<file path="src/rtl/snake_body_streamer_pkg.sv">
// Shared types and tile helpers for the snake body streamer.
// Directions are 2-bit codes; reversing a heading only flips bit 0.
package snake_body_streamer_pkg;

  typedef enum logic [1:0] {
    DIR_RIGHT = 2'd0,
    DIR_LEFT  = 2'd1,
    DIR_DOWN  = 2'd2,
    DIR_UP    = 2'd3
  } dir_t;

  typedef enum logic {
    ST_STREAM = 1'b0,
    ST_UPDATE = 1'b1
  } state_t;

  typedef struct packed {
    logic [4:0] x;
    logic [3:0] y;
  } tile_t;

  localparam int GAME_WIDTH  = 18;
  localparam int GAME_HEIGHT = 13;
  localparam logic [4:0] WALL_X = 5'(GAME_WIDTH + 1);
  localparam logic [3:0] WALL_Y = 4'(GAME_HEIGHT + 1);

  function automatic dir_t dir_reverse(input dir_t d);
    return dir_t'({d[1], ~d[0]});
  endfunction

  // Border tiles (0 and WIDTH+1 / HEIGHT+1) are representable, so no wrap is needed.
  function automatic tile_t tile_step(input logic [4:0] x, input logic [3:0] y, input dir_t d);
    tile_t t;
    t.x = x;
    t.y = y;
    case (d)
      DIR_RIGHT: t.x = x + 5'd1;
      DIR_LEFT:  t.x = x - 5'd1;
      DIR_DOWN:  t.y = y + 4'd1;
      DIR_UP:    t.y = y - 4'd1;
    endcase
    return t;
  endfunction

endpackage

</file>
<file path="src/rtl/snake_dir_ring.sv">
// Ring of per-segment directions: one synchronous write port, one asynchronous read port.
// Each cell resets to its initial-body value so the snake is valid straight out of reset.
module snake_dir_ring
  import snake_body_streamer_pkg::*;
#(
  parameter int MAX_LEN  = 32,
  parameter int INIT_LEN = 3,
  localparam int AW      = $clog2(MAX_LEN)
) (
  input  logic          clk,
  input  logic          rst,
  input  logic          we,
  input  logic [AW-1:0] waddr,
  input  dir_t          wdata,
  input  logic [AW-1:0] raddr,
  output dir_t          rdata
);

  logic [1:0] cells [MAX_LEN];

  generate
    for (genvar gi = 0; gi < MAX_LEN; gi++) begin : g_cell
      localparam dir_t RST_VAL = (gi < INIT_LEN - 1) ? DIR_LEFT : DIR_RIGHT;
      dir_t cell_reg;

      always_ff @(posedge clk) begin
        if (rst) begin
          cell_reg <= RST_VAL;
        end else if (we && (waddr == AW'(gi))) begin
          cell_reg <= wdata;
        end
      end

      assign cells[gi] = cell_reg;
    end
  endgenerate

  assign rdata = dir_t'(cells[raddr]);

endmodule

</file>
<file path="src/rtl/snake_body_streamer.sv">
// Owns the snake body and streams it head-to-tail, one segment per clock, forever.
// A latched move is checked against one full pass of the stream, then applied in a one-cycle UPDATE.
module snake_body_streamer
  import snake_body_streamer_pkg::*;
#(
  parameter int MAX_LEN  = 32,
  parameter int INIT_LEN = 3,
  parameter int INIT_X   = 4,
  parameter int INIT_Y   = 7
) (
  input  logic       clk,
  input  logic       rst,
  input  logic       step_valid,
  input  logic [1:0] step_dir,
  input  logic       step_grow,
  output logic       step_ready,
  output logic [4:0] head_x,
  output logic [3:0] head_y,
  output logic [5:0] length,
  output logic [4:0] snake_x,
  output logic [3:0] snake_y,
  output logic [1:0] snake_dir,
  output logic       snake_first,
  output logic       snake_last,
  output logic       snake_valid,
  output logic       failure,
  output logic       success
);

  localparam int AW = $clog2(MAX_LEN);
  localparam tile_t INIT_HEAD = '{x: 5'(INIT_X), y: 4'(INIT_Y)};

  state_t        state_reg, state_next;
  tile_t         head_reg, cur_reg, nh;
  logic [5:0]    len_reg, k_reg;
  logic [AW-1:0] head_ptr_reg, rd_addr, wr_addr;
  dir_t          seg_dir, eff_dir, pdir_reg, wr_dir;

  logic       pend_reg, armed_reg, pgrow_reg, hit_reg;
  logic       ready_reg, failure_reg, success_reg;
  logic [4:0] sx_reg;
  logic [3:0] sy_reg;
  dir_t       sdir_reg;
  logic       sfirst_reg, slast_reg, svalid_reg;

  logic is_first, is_last, accept, arm_now, seg_hit, wall, illegal;
  logic emit, do_update, move_ok;

  snake_dir_ring #(.MAX_LEN(MAX_LEN), .INIT_LEN(INIT_LEN)) u_ring (
    .clk   (clk),
    .rst   (rst),
    .we    (move_ok),
    .waddr (wr_addr),
    .wdata (wr_dir),
    .raddr (rd_addr),
    .rdata (seg_dir)
  );

  assign rd_addr  = head_ptr_reg + k_reg[AW-1:0];
  assign wr_addr  = head_ptr_reg - AW'(1);
  assign wr_dir   = dir_reverse(pdir_reg);
  assign is_first = (k_reg == 6'd0);
  assign is_last  = (k_reg == len_reg - 6'd1);
  assign accept   = step_valid && ready_reg;

  // The check pass begins on the first head emission seen with a move already latched;
  // at that moment the ring read returns the head's own direction, used for reversal.
  assign arm_now = (state_reg == ST_STREAM) && is_first && pend_reg && !armed_reg;
  assign eff_dir = (pdir_reg == seg_dir) ? dir_reverse(seg_dir) : pdir_reg;

  assign nh      = tile_step(head_reg.x, head_reg.y, pdir_reg);
  assign seg_hit = armed_reg && !is_first && (cur_reg == nh) && !(is_last && !pgrow_reg);
  assign wall    = (nh.x == 5'd0) || (nh.x == WALL_X) || (nh.y == 4'd0) || (nh.y == WALL_Y);
  assign illegal = hit_reg || wall;

  always_ff @(posedge clk) begin
    if (rst) state_reg <= ST_STREAM;
    else     state_reg <= state_next;
  end

  always_comb begin
    state_next = state_reg;
    case (state_reg)
      ST_STREAM: if (is_last && armed_reg) state_next = ST_UPDATE;
      ST_UPDATE: state_next = ST_STREAM;
    endcase
  end

  always_comb begin
    emit      = (state_reg == ST_STREAM);
    do_update = (state_reg == ST_UPDATE);
    move_ok   = do_update && !illegal;
  end

  always_ff @(posedge clk) begin
    if (rst) begin
      head_reg     <= INIT_HEAD;
      cur_reg      <= INIT_HEAD;
      len_reg      <= 6'(INIT_LEN);
      k_reg        <= 6'd0;
      head_ptr_reg <= '0;
      pend_reg     <= 1'b0;
      armed_reg    <= 1'b0;
      pdir_reg     <= DIR_RIGHT;
      pgrow_reg    <= 1'b0;
      hit_reg      <= 1'b0;
      ready_reg    <= 1'b1;
      failure_reg  <= 1'b0;
      success_reg  <= 1'b0;
      sx_reg       <= 5'd0;
      sy_reg       <= 4'd0;
      sdir_reg     <= DIR_RIGHT;
      sfirst_reg   <= 1'b0;
      slast_reg    <= 1'b0;
      svalid_reg   <= 1'b0;
    end else begin
      if (accept) begin
        pend_reg  <= 1'b1;
        pdir_reg  <= dir_t'(step_dir);
        pgrow_reg <= step_grow;
        ready_reg <= 1'b0;
      end

      if (emit) begin
        sx_reg     <= cur_reg.x;
        sy_reg     <= cur_reg.y;
        sdir_reg   <= seg_dir;
        sfirst_reg <= is_first;
        slast_reg  <= is_last;
        svalid_reg <= 1'b1;
        if (is_last) begin
          k_reg   <= 6'd0;
          cur_reg <= head_reg;
        end else begin
          k_reg   <= k_reg + 6'd1;
          cur_reg <= tile_step(cur_reg.x, cur_reg.y, seg_dir);
        end
        if (arm_now) begin
          armed_reg <= 1'b1;
          pdir_reg  <= eff_dir;
          hit_reg   <= 1'b0;
        end else if (armed_reg) begin
          hit_reg <= hit_reg || seg_hit;
        end
      end

      if (do_update) begin
        svalid_reg <= 1'b0;
        sfirst_reg <= 1'b0;
        slast_reg  <= 1'b0;
        pend_reg   <= 1'b0;
        armed_reg  <= 1'b0;
        hit_reg    <= 1'b0;
        if (illegal) begin
          failure_reg <= 1'b1;
        end else begin
          head_ptr_reg <= wr_addr;
          head_reg     <= nh;
          cur_reg      <= nh;
          if (pgrow_reg && (len_reg < 6'(MAX_LEN))) begin
            len_reg <= len_reg + 6'd1;
            if (len_reg == 6'(MAX_LEN - 1)) success_reg <= 1'b1;
          end
          ready_reg <= !(pgrow_reg && (len_reg == 6'(MAX_LEN - 1)));
        end
      end
    end
  end

  assign step_ready  = ready_reg;
  assign head_x      = head_reg.x;
  assign head_y      = head_reg.y;
  assign length      = len_reg;
  assign snake_x     = sx_reg;
  assign snake_y     = sy_reg;
  assign snake_dir   = sdir_reg;
  assign snake_first = sfirst_reg;
  assign snake_last  = slast_reg;
  assign snake_valid = svalid_reg;
  assign failure     = failure_reg;
  assign success     = success_reg;

endmodule

</file>
<file path="config.mk">
export PLATFORM = sky130hd
export DESIGN_NAME = snake_body_streamer
export DESIGN_NICKNAME = d
export VERILOG_FILES = /design/src/rtl/snake_body_streamer_pkg.sv /design/src/rtl/snake_dir_ring.sv /design/src/rtl/snake_body_streamer.sv
export SDC_FILE = /design/constraint.sdc
export NUM_CORES = 1
export LEC_CHECK = 0
export CAP_MARGIN = 25
export CORE_MARGIN = 8
export CORE_UTILIZATION = 45
export DETAILED_ROUTE_END_ITERATION = 10
export GPL_TIMING_DRIVEN = 0
export SETUP_SLACK_MARGIN = 0.3
export SYNTH_ARGS = -nofsm -noshare
export SYNTH_HDL_FRONTEND = slang
export SYNTH_SLANG_ARGS = --single-unit
</file>
<file path="constraint.sdc">
create_clock -name clk -period 5.3 [get_ports clk]
set_input_delay 1.06 -clock clk [delete_from_list [all_inputs] [get_ports clk]]
set_output_delay 1.06 -clock clk [all_outputs]
set_load 0.01 [all_outputs]
</file>
==> reports/results.md, run 1 <==
## Synthesis
- **arithmetic-cell share of the synthesized area counting full adders, half adders and majority gates** 4.55%
- **synthesized netlist net count** 817
- **fraction of synthesized area in multiplexers** 15.3%
- **largest family of logic cells by synthesized area** simple AND/OR/NAND/NOR gates
- **Synth Area in Compound Gates** 12.8%
- **gate count after technology mapping** 788
- **share of synthesized area occupied by flip-flops and latches** 36.1%
- **Post-Synthesis Cell Area** 6820 um2
- **number of enable flip-flop cells after synthesis** 0
- **ys async rst share** 0%
- **share of the synthesized netlist area taken by xor and xnor gates** 6.42%
- **number of synthesized register bits** 123
- **synthesized area per cell** 8.65 um2
- **count of unique library cells instantiated by Yosys** 68
- **simple-gate area share of the yosys netlist** 20.0%
- **most used flip-flop cell after synthesis** dfxtp_1
- **count of warnings emitted by yosys** 0

## Clock network
- **CTS tree** built
- **CTS Root Buffer Type** clkbuf_16
- **clock sink count** 123
- **CTS clk-pin slew, worst paths** 0.06 ns
- **number of buffers created by CTS** 17
- **deepest clock path buffer count** 2
- **worst-skew pair later-pin latency** 0.42 ns
- **level count of the clock H-tree** 4

## Placement
- **quantity of I/O buffers inserted on ports** 37
- **routability congestion estimate from global placement** 0.910
- **placement-stage worst setup slack** -0.223 ns
- **Post-DP HPWL** 14.5 mm

## Global route
- **gr ovfl total** 0
- **number of antenna violations at the first check in global routing** 0
- **global routing's busiest layer** met2
- **global-route wire length before repair** 30.8 mm
- **global-route total usage across every layer** 20.0%
- **largest net degree at the start of global routing** 17
- **grt met2 use** 32.1%
- **met1 track utilization from global routing** 26.0%
- **met3 track utilization from global routing** 4.37%
- **vias in the first global route** 5818

## Routing
- **DRC violation count after routing** 0
- **wire length per cell** 18.4 um
- **number of vias per cell** 5.64
- **initial DRC count** 427
- **detailed-router iteration count before antenna repair** 5
- **final wirelength** 19.3 mm
- **residual antenna-violating net count after detailed routing** 0
- **vias after detailed routing** 5930

## Timing
- **Slew Limit Fails** 0
- **total setup violations reported at the end of the flow** 0
- **minimum clock period** 4.73 ns
- **Worst Hold Slack** 0.452 ns
- **Peak Freq** 0.212 GHz
- **Setup WS post-layout** 0.574 ns
- **endpoints failing hold** 0
- **Setup Skew** 0.00758 ns
- **unrepaired setup endpoints after global routing** yes
- **portion of the clock cycle consumed by the worst path in the final layout** 89.2%
- **Worst Tran Pin Value** 0.964 ns
- **relative slew slack** 34.8%

## Layout
- **Nets** 879
- **fraction of final layout cells sized beyond drive strength 1** 10.5%
- **number of flip-flops under the largest register name** 64
- **Layout area overhead** 17.7%
- **share of the core filled with cells in the final layout** 53.6%
- **ANT cells** 0
- **highest-count cells in the layout ignoring fill and taps** nor2_1 (123), dfxtp_1 (123), mux2i_1 (81)

## Critical path
- **critical path capture point type** flop
- **destination of the worst register-to-register timing path** u_ring.g_cell[31].cell_reg[0]$_SDFFE_PP0P_
- **Worst R2R Start** pdir_reg[1]$_SDFFE_PP0P_
- **Worst setup SP type** flop
- **Critical Path Fanout Max** 10
- **number of cells on the worst reg-to-reg path** 16
- **setup slack of the worst register-to-register path** 0.57 ns
- **data arrival at the endpoint of the critical path** 5.00 ns
- **class of the most critical setup path** reg2reg
- **required time of the critical path** 5.57 ns
- **beginning of the critical path** pdir_reg[1]$_SDFFE_PP0P_

## Floorplan
- **number of rows created at floorplan** 45
- **count of boundary I/O pins** 38
- **die width** 139 um
- **floorplan core area** 15000 um2
- **initial standard-cell utilization of the core** 45.5%
- **Die Outline Area** 19300 um2
- **vertical extent of the die** 139 um

## Worst hold path
- **Worst Hold Path EP** success$_SDFFE_PP0P_
- **Hold Crit Start** success$_SDFFE_PP0P_
- **worst hold path class** reg2reg
- **count of cells along the worst hold path** 2

## Pwr
- **pwr/cell area** 345 nW/um2
- **maximum ir drop on the vdd rail** 0.230 mV
- **Final Power** 0.00277 W
- **Leak** 2.96 nW

## Run
- **MaxCap Viol Count** 0

## Run status
- **result of the run** finished, final reports clean

==> synth_stat cells, types with 4 or more instances <==
cell      number  area [um2]
xor2_1        17         149
ha_1          20         250
a31oi_1        7        43.8
dfxtp_1      123        2460
nor3b_1        5        37.5
a22oi_1       10        75.1
or2_2          5        31.3
nor2_1       123         462
xnor2_1       33         289
a21o_1         6        45.0
nor3_1        11        55.1
nand2_1       58         218
nand2b_1       6        37.5
buf_2         10        50.1
inv_1         18        67.6
o21ai_0       37         185
clkbuf_1      37         139
mux2i_1       82         821
nand3_1       16        80.1
or3_1         10        62.6
mux4_2         8         180
and4_1         5        43.8
a21oi_1       50         250
nor2b_1       12        75.1
nand4_1        4        25.0
==> worst max-delay path by stage <==
stage / to / slack (ns) / depth (start not counted)
after floorplan: u_ring.g_cell[7].cell_reg[0]$_SDFFE_PP0P_ / 1.22 / 17
after global placement: u_ring.g_cell[31].cell_reg[0]$_SDFFE_PP0P_ / -0.15 / 16
after detailed placement: u_ring.g_cell[31].cell_reg[0]$_SDFFE_PP0P_ / -0.22 / 16
after CTS: u_ring.g_cell[31].cell_reg[0]$_SDFFE_PP0P_ / 0.37 / 16
after global routing: u_ring.g_cell[30].cell_reg[0]$_SDFFE_PP0P_ / 0.27 / 16
final: u_ring.g_cell[31].cell_reg[0]$_SDFFE_PP0P_ / 0.57 / 16
==> power by group <==
| group | leakage (nW) | switching, W | internal (W) |
|---|---|---|---|
| clock | 0.265 | 0.000427 | 0.000652 |
| sequential | 0.997 | 0.0000437 | 0.000973 |
| combinational | 1.70 | 0.000386 | 0.000289 |
==> repair_timing <==
item                                    CTS  global route
hold buffers                              0             0
pin swaps                                 0             1
setup buffers                             0             6
endpoints found under the setup margin   89            76
gates resized for setup                   4             5
==> metal layers <==
layer  up-vias  routed length [um]
met4         0                 420
met2       180                8870
met1      2862                8980
met3        32                1070
li1       2856                   -
met5         -                   0
==> cell type report <==
cell class / count / area [um2]
multi-input cells: 589 / 4030
inverters: 20 / 75.1
clock inverters: 12 / 100
fillers: 1394 / 6950
clock buffers: 20 / 447
well taps: 188 / 235
repair buffers: 43 / 415
flip-flops and latches: 123 / 2460
plain buffers: 56 / 256
==> per-stage QoR <==
| step | area (um2) | setup TNS (ns) | instances |
|---|---|---|---|
| after global routing | 8020 | 0 | 1051 |
| after floorplan | 6820 | 0 | 788 |
| after global placement | 7420 | -0.781 | 1013 |
| final | 8020 | 0 | 1051 |
| after detailed placement | 7420 | -4.07 | 1013 |
| after CTS | 7970 | 0 | 1045 |
==> logic make-up after synthesis <==
| group | after synthesis |
|---|---|
| adder cells (fa/ha/maj) | 23 |
| XOR/XNOR | 50 |
| AND/OR/NAND/NOR | 282 |
| multiplexers | 94 |
| AO/OA/AOI/OAI | 140 |
| flip-flops | 123 |
| buffers and inverters | 76 |
==> worst max-delay path: stages (launching register included) <==
cell      delay, ns
dfxtp_1        0.40
clkbuf_2       0.24
clkbuf_2       0.28
clkbuf_2       0.33
clkbuf_2       0.32
nor2_1         0.17
fa_1           0.45
a21o_1         0.18
a21oi_1        0.21
xnor2_1        0.23
mux2i_2        0.41
o221ai_2       0.31
nand2b_1       0.37
buf_2          0.24
nor2_1         0.16
mux2i_1        0.21
nor2_1         0.05
No activity file was read; power rests on OpenSTA's default activity.
==> inputs of run 2 (changes only) <==
--- a/config.mk
+++ b/config.mk
@@ -5,9 +5,9 @@
 export SDC_FILE = /design/constraint.sdc
 export NUM_CORES = 1
 export LEC_CHECK = 0
-export CAP_MARGIN = 25
-export CORE_MARGIN = 8
+export CAP_MARGIN = 10
 export CORE_UTILIZATION = 45
+export CTS_CLUSTER_DIAMETER = 40
 export DETAILED_ROUTE_END_ITERATION = 10
 export GPL_TIMING_DRIVEN = 0
 export SETUP_SLACK_MARGIN = 0.3
==> run 2 against run 1 <==
Highest routed layer unchanged. Sequential share of layout area decreased by 0.14 points. Critical path type unchanged. Routed wire length shrank 1.8%. The run now ends with design-rule violations left. Via count grew 0.27%. Non-clock buffer count unchanged. Register-to-register slack about the same. Critical endpoint is now u_ring.g_cell[22].cell_reg[0]$_SDFFE_PP0P_.
==> reports/results.md, run 2 (same netlist as run 1, synthesis figures left out) <==
## Layout
- **ANT cells** 0
- **fraction of final layout cells sized beyond drive strength 1** 10.3%
- **number of flip-flops under the largest register name** 64
- **Layout area overhead** 18.3%
- **Sequential cell area** 2460 um2
- **combined area of the multi-input logic cells** 4030 um2
- **number of inserted filler cells in the final layout** 1329
- **Nets** 879
- **non-filler instance count after layout** 1044
- **Post-Layout Inst Area** 8060 um2
- **share of the core filled with cells in the final layout** 55.0%
- **highest-count cells in the layout ignoring fill and taps** nor2_1 (123), dfxtp_1 (123), mux2i_1 (81)

## Critical path
- **critical path capture point type** flop
- **Worst setup SP type** flop
- **Critical Path Sink** u_ring.g_cell[22].cell_reg[0]$_SDFFE_PP0P_
- **number of cells on the worst reg-to-reg path** 16
- **Critical Path Fanout Max** 10
- **destination of the worst register-to-register timing path** u_ring.g_cell[22].cell_reg[0]$_SDFFE_PP0P_
- **class of the most critical setup path** reg2reg
- **Worst R2R Start** pdir_reg[1]$_SDFFE_PP0P_
- **data arrival at the endpoint of the critical path** 5.02 ns
- **required time of the critical path** 5.60 ns
- **beginning of the critical path** pdir_reg[1]$_SDFFE_PP0P_
- **setup slack of the worst register-to-register path** 0.58 ns

## Floorplan
- **number of rows created at floorplan** 44
- **vertical extent of the die** 125 um
- **initial standard-cell utilization of the core** 46.5%
- **Die Outline Area** 15600 um2
- **count of boundary I/O pins** 38
- **die width** 125 um
- **floorplan core area** 14600 um2

## Timing
- **Slew Limit Fails** 0
- **endpoints failing hold** 0
- **Peak Freq** 0.212 GHz
- **total setup violations reported at the end of the flow** 0
- **portion of the clock cycle consumed by the worst path in the final layout** 89.1%
- **Setup WS post-layout** 0.579 ns
- **relative slew slack** 39.9%
- **Setup Skew** 0.00728 ns
- **Worst Tran Pin Value** 0.890 ns
- **unrepaired setup endpoints after global routing** yes
- **minimum clock period** 4.72 ns

## Routing
- **initial DRC count** 428
- **number of vias per cell** 5.70
- **vias after detailed routing** 5946
- **wire length per cell** 18.2 um
- **residual antenna-violating net count after detailed routing** 0
- **final wirelength** 19.0 mm
- **detailed-router iteration count before antenna repair** 10
- **DRC violation count after routing** 2

## Run
- **MaxCap Viol Count** 0

## Placement
- **quantity of I/O buffers inserted on ports** 37
- **Post-DP HPWL** 14.2 mm
- **placement-stage worst setup slack** -0.158 ns
- **routability congestion estimate from global placement** 0.926
- **Inst Count DP** 1009
- **Cell Area, Placed** 7420 um2

## Clock network
- **CTS Root Buffer Type** clkbuf_16
- **clock sink count** 123
- **number of buffers created by CTS** 17
- **CTS tree** built
- **worst-skew pair later-pin latency** 0.43 ns
- **CTS clk-pin slew, worst paths** 0.06 ns
- **level count of the clock H-tree** 4
- **number of hold-repair buffers added at the cts stage** 0
- **deepest clock path buffer count** 2

## Worst hold path
- **worst hold path class** reg2reg

## Pwr
- **Final Power** 0.00287 W
- **maximum ir drop on the vdd rail** 0.224 mV
- **Leak** 2.99 nW
- **pwr/cell area** 356 nW/um2

## Run status
- **failing checks** design-rule violations
- **result of the run** finished with violations

## Global route
- **global-route wire length before repair** 30.6 mm
- **met3 track utilization from global routing** 6.20%
- **global-route total usage across every layer** 25.3%
- **largest net degree at the start of global routing** 17
- **vias in the first global route** 5710
- **met1 track utilization from global routing** 34.8%
- **gr ovfl total** 0
- **global routing's busiest layer** met2
- **grt met2 use** 38.3%
- **number of antenna violations at the first check in global routing** 0

[run 2: cell count changes in the layout (fill, tap and decap cells not counted), sizes merged]
cell      previous run  this run
bufinv               1         3
clkbuf              58        59
clkinv               8         5
clkinvlp             3         0
[run 2: metrics by stage]
step / setup TNS [ns] / hold WS (ns)
2_1_floorplan: 0 / 0.429
6_report: 0 / 0.448
3_3_place_gp: -1.61 / 0.439
5_1_grt: 0 / 0.496
4_1_cts: 0 / 0.449
3_5_place_dp: -1.58 / 0.440
[run 2: worst min path at each step]
stage | startpoint | end | cells after the start
finish | success$_SDFFE_PP0P_ | success$_SDFFE_PP0P_ | 2
global route | pend_reg$_SDFFE_PP0P_ | pend_reg$_SDFFE_PP0P_ | 2
CTS | success$_SDFFE_PP0P_ | success$_SDFFE_PP0P_ | 2
detailed placement | success$_SDFFE_PP0P_ | success$_SDFFE_PP0P_ | 2
global placement | success$_SDFFE_PP0P_ | success$_SDFFE_PP0P_ | 2
floorplan | pend_reg$_SDFFE_PP0P_ | pend_reg$_SDFFE_PP0P_ | 2
[run 2: final cells by class]
class	instances	area share (%)
Clock inverter	8	1.47
Sequential cell	123	30.5
Multi-Input combinational cell	589	50.0
Buffer	56	3.18
Tap cell	184	2.86
Timing Repair Buffer	43	5.15
Clock buffer	21	5.84
Inverter	20	0.931
[run 2: repair_timing]
item	4_1_cts	5_1_grt
setup buffers	0	6
pin swaps	0	1
resized for setup	3	6
endpoints found under the setup margin	87	83
[run 2: power by group]
| part | total [W] | internal, W | switching (W) |
|---|---|---|---|
| registers | 0.00102 | 0.000974 | 0.0000416 |
| clock network | 0.00118 | 0.000765 | 0.000416 |
| logic | 0.000675 | 0.000289 | 0.000385 |
[run 2: worst max-delay path, cell delays in order (launching register included)]
cell	delay, ns
dfxtp_1	0.39
clkbuf_2	0.26
clkbuf_2	0.29
clkbuf_2	0.35
clkbuf_2	0.31
nor2_1	0.15
fa_1	0.45
a21o_1	0.18
a21oi_1	0.19
xnor2_1	0.20
mux2i_2	0.43
o221ai_2	0.30
or2_1	0.31
buf_2	0.18
nor2_1	0.31
mux2i_1	0.22
nor2_1	0.05
[run 2: layer usage]
| metal | share of wire, % | vias up |
|---|---|---|
| li1 | - | 2862 |
| met1 | 47 | 2866 |
| met2 | 44 | 181 |
| met3 | 6.6 | 37 |
| met4 | 2.1 | 0 |
| met5 | 0 | - |
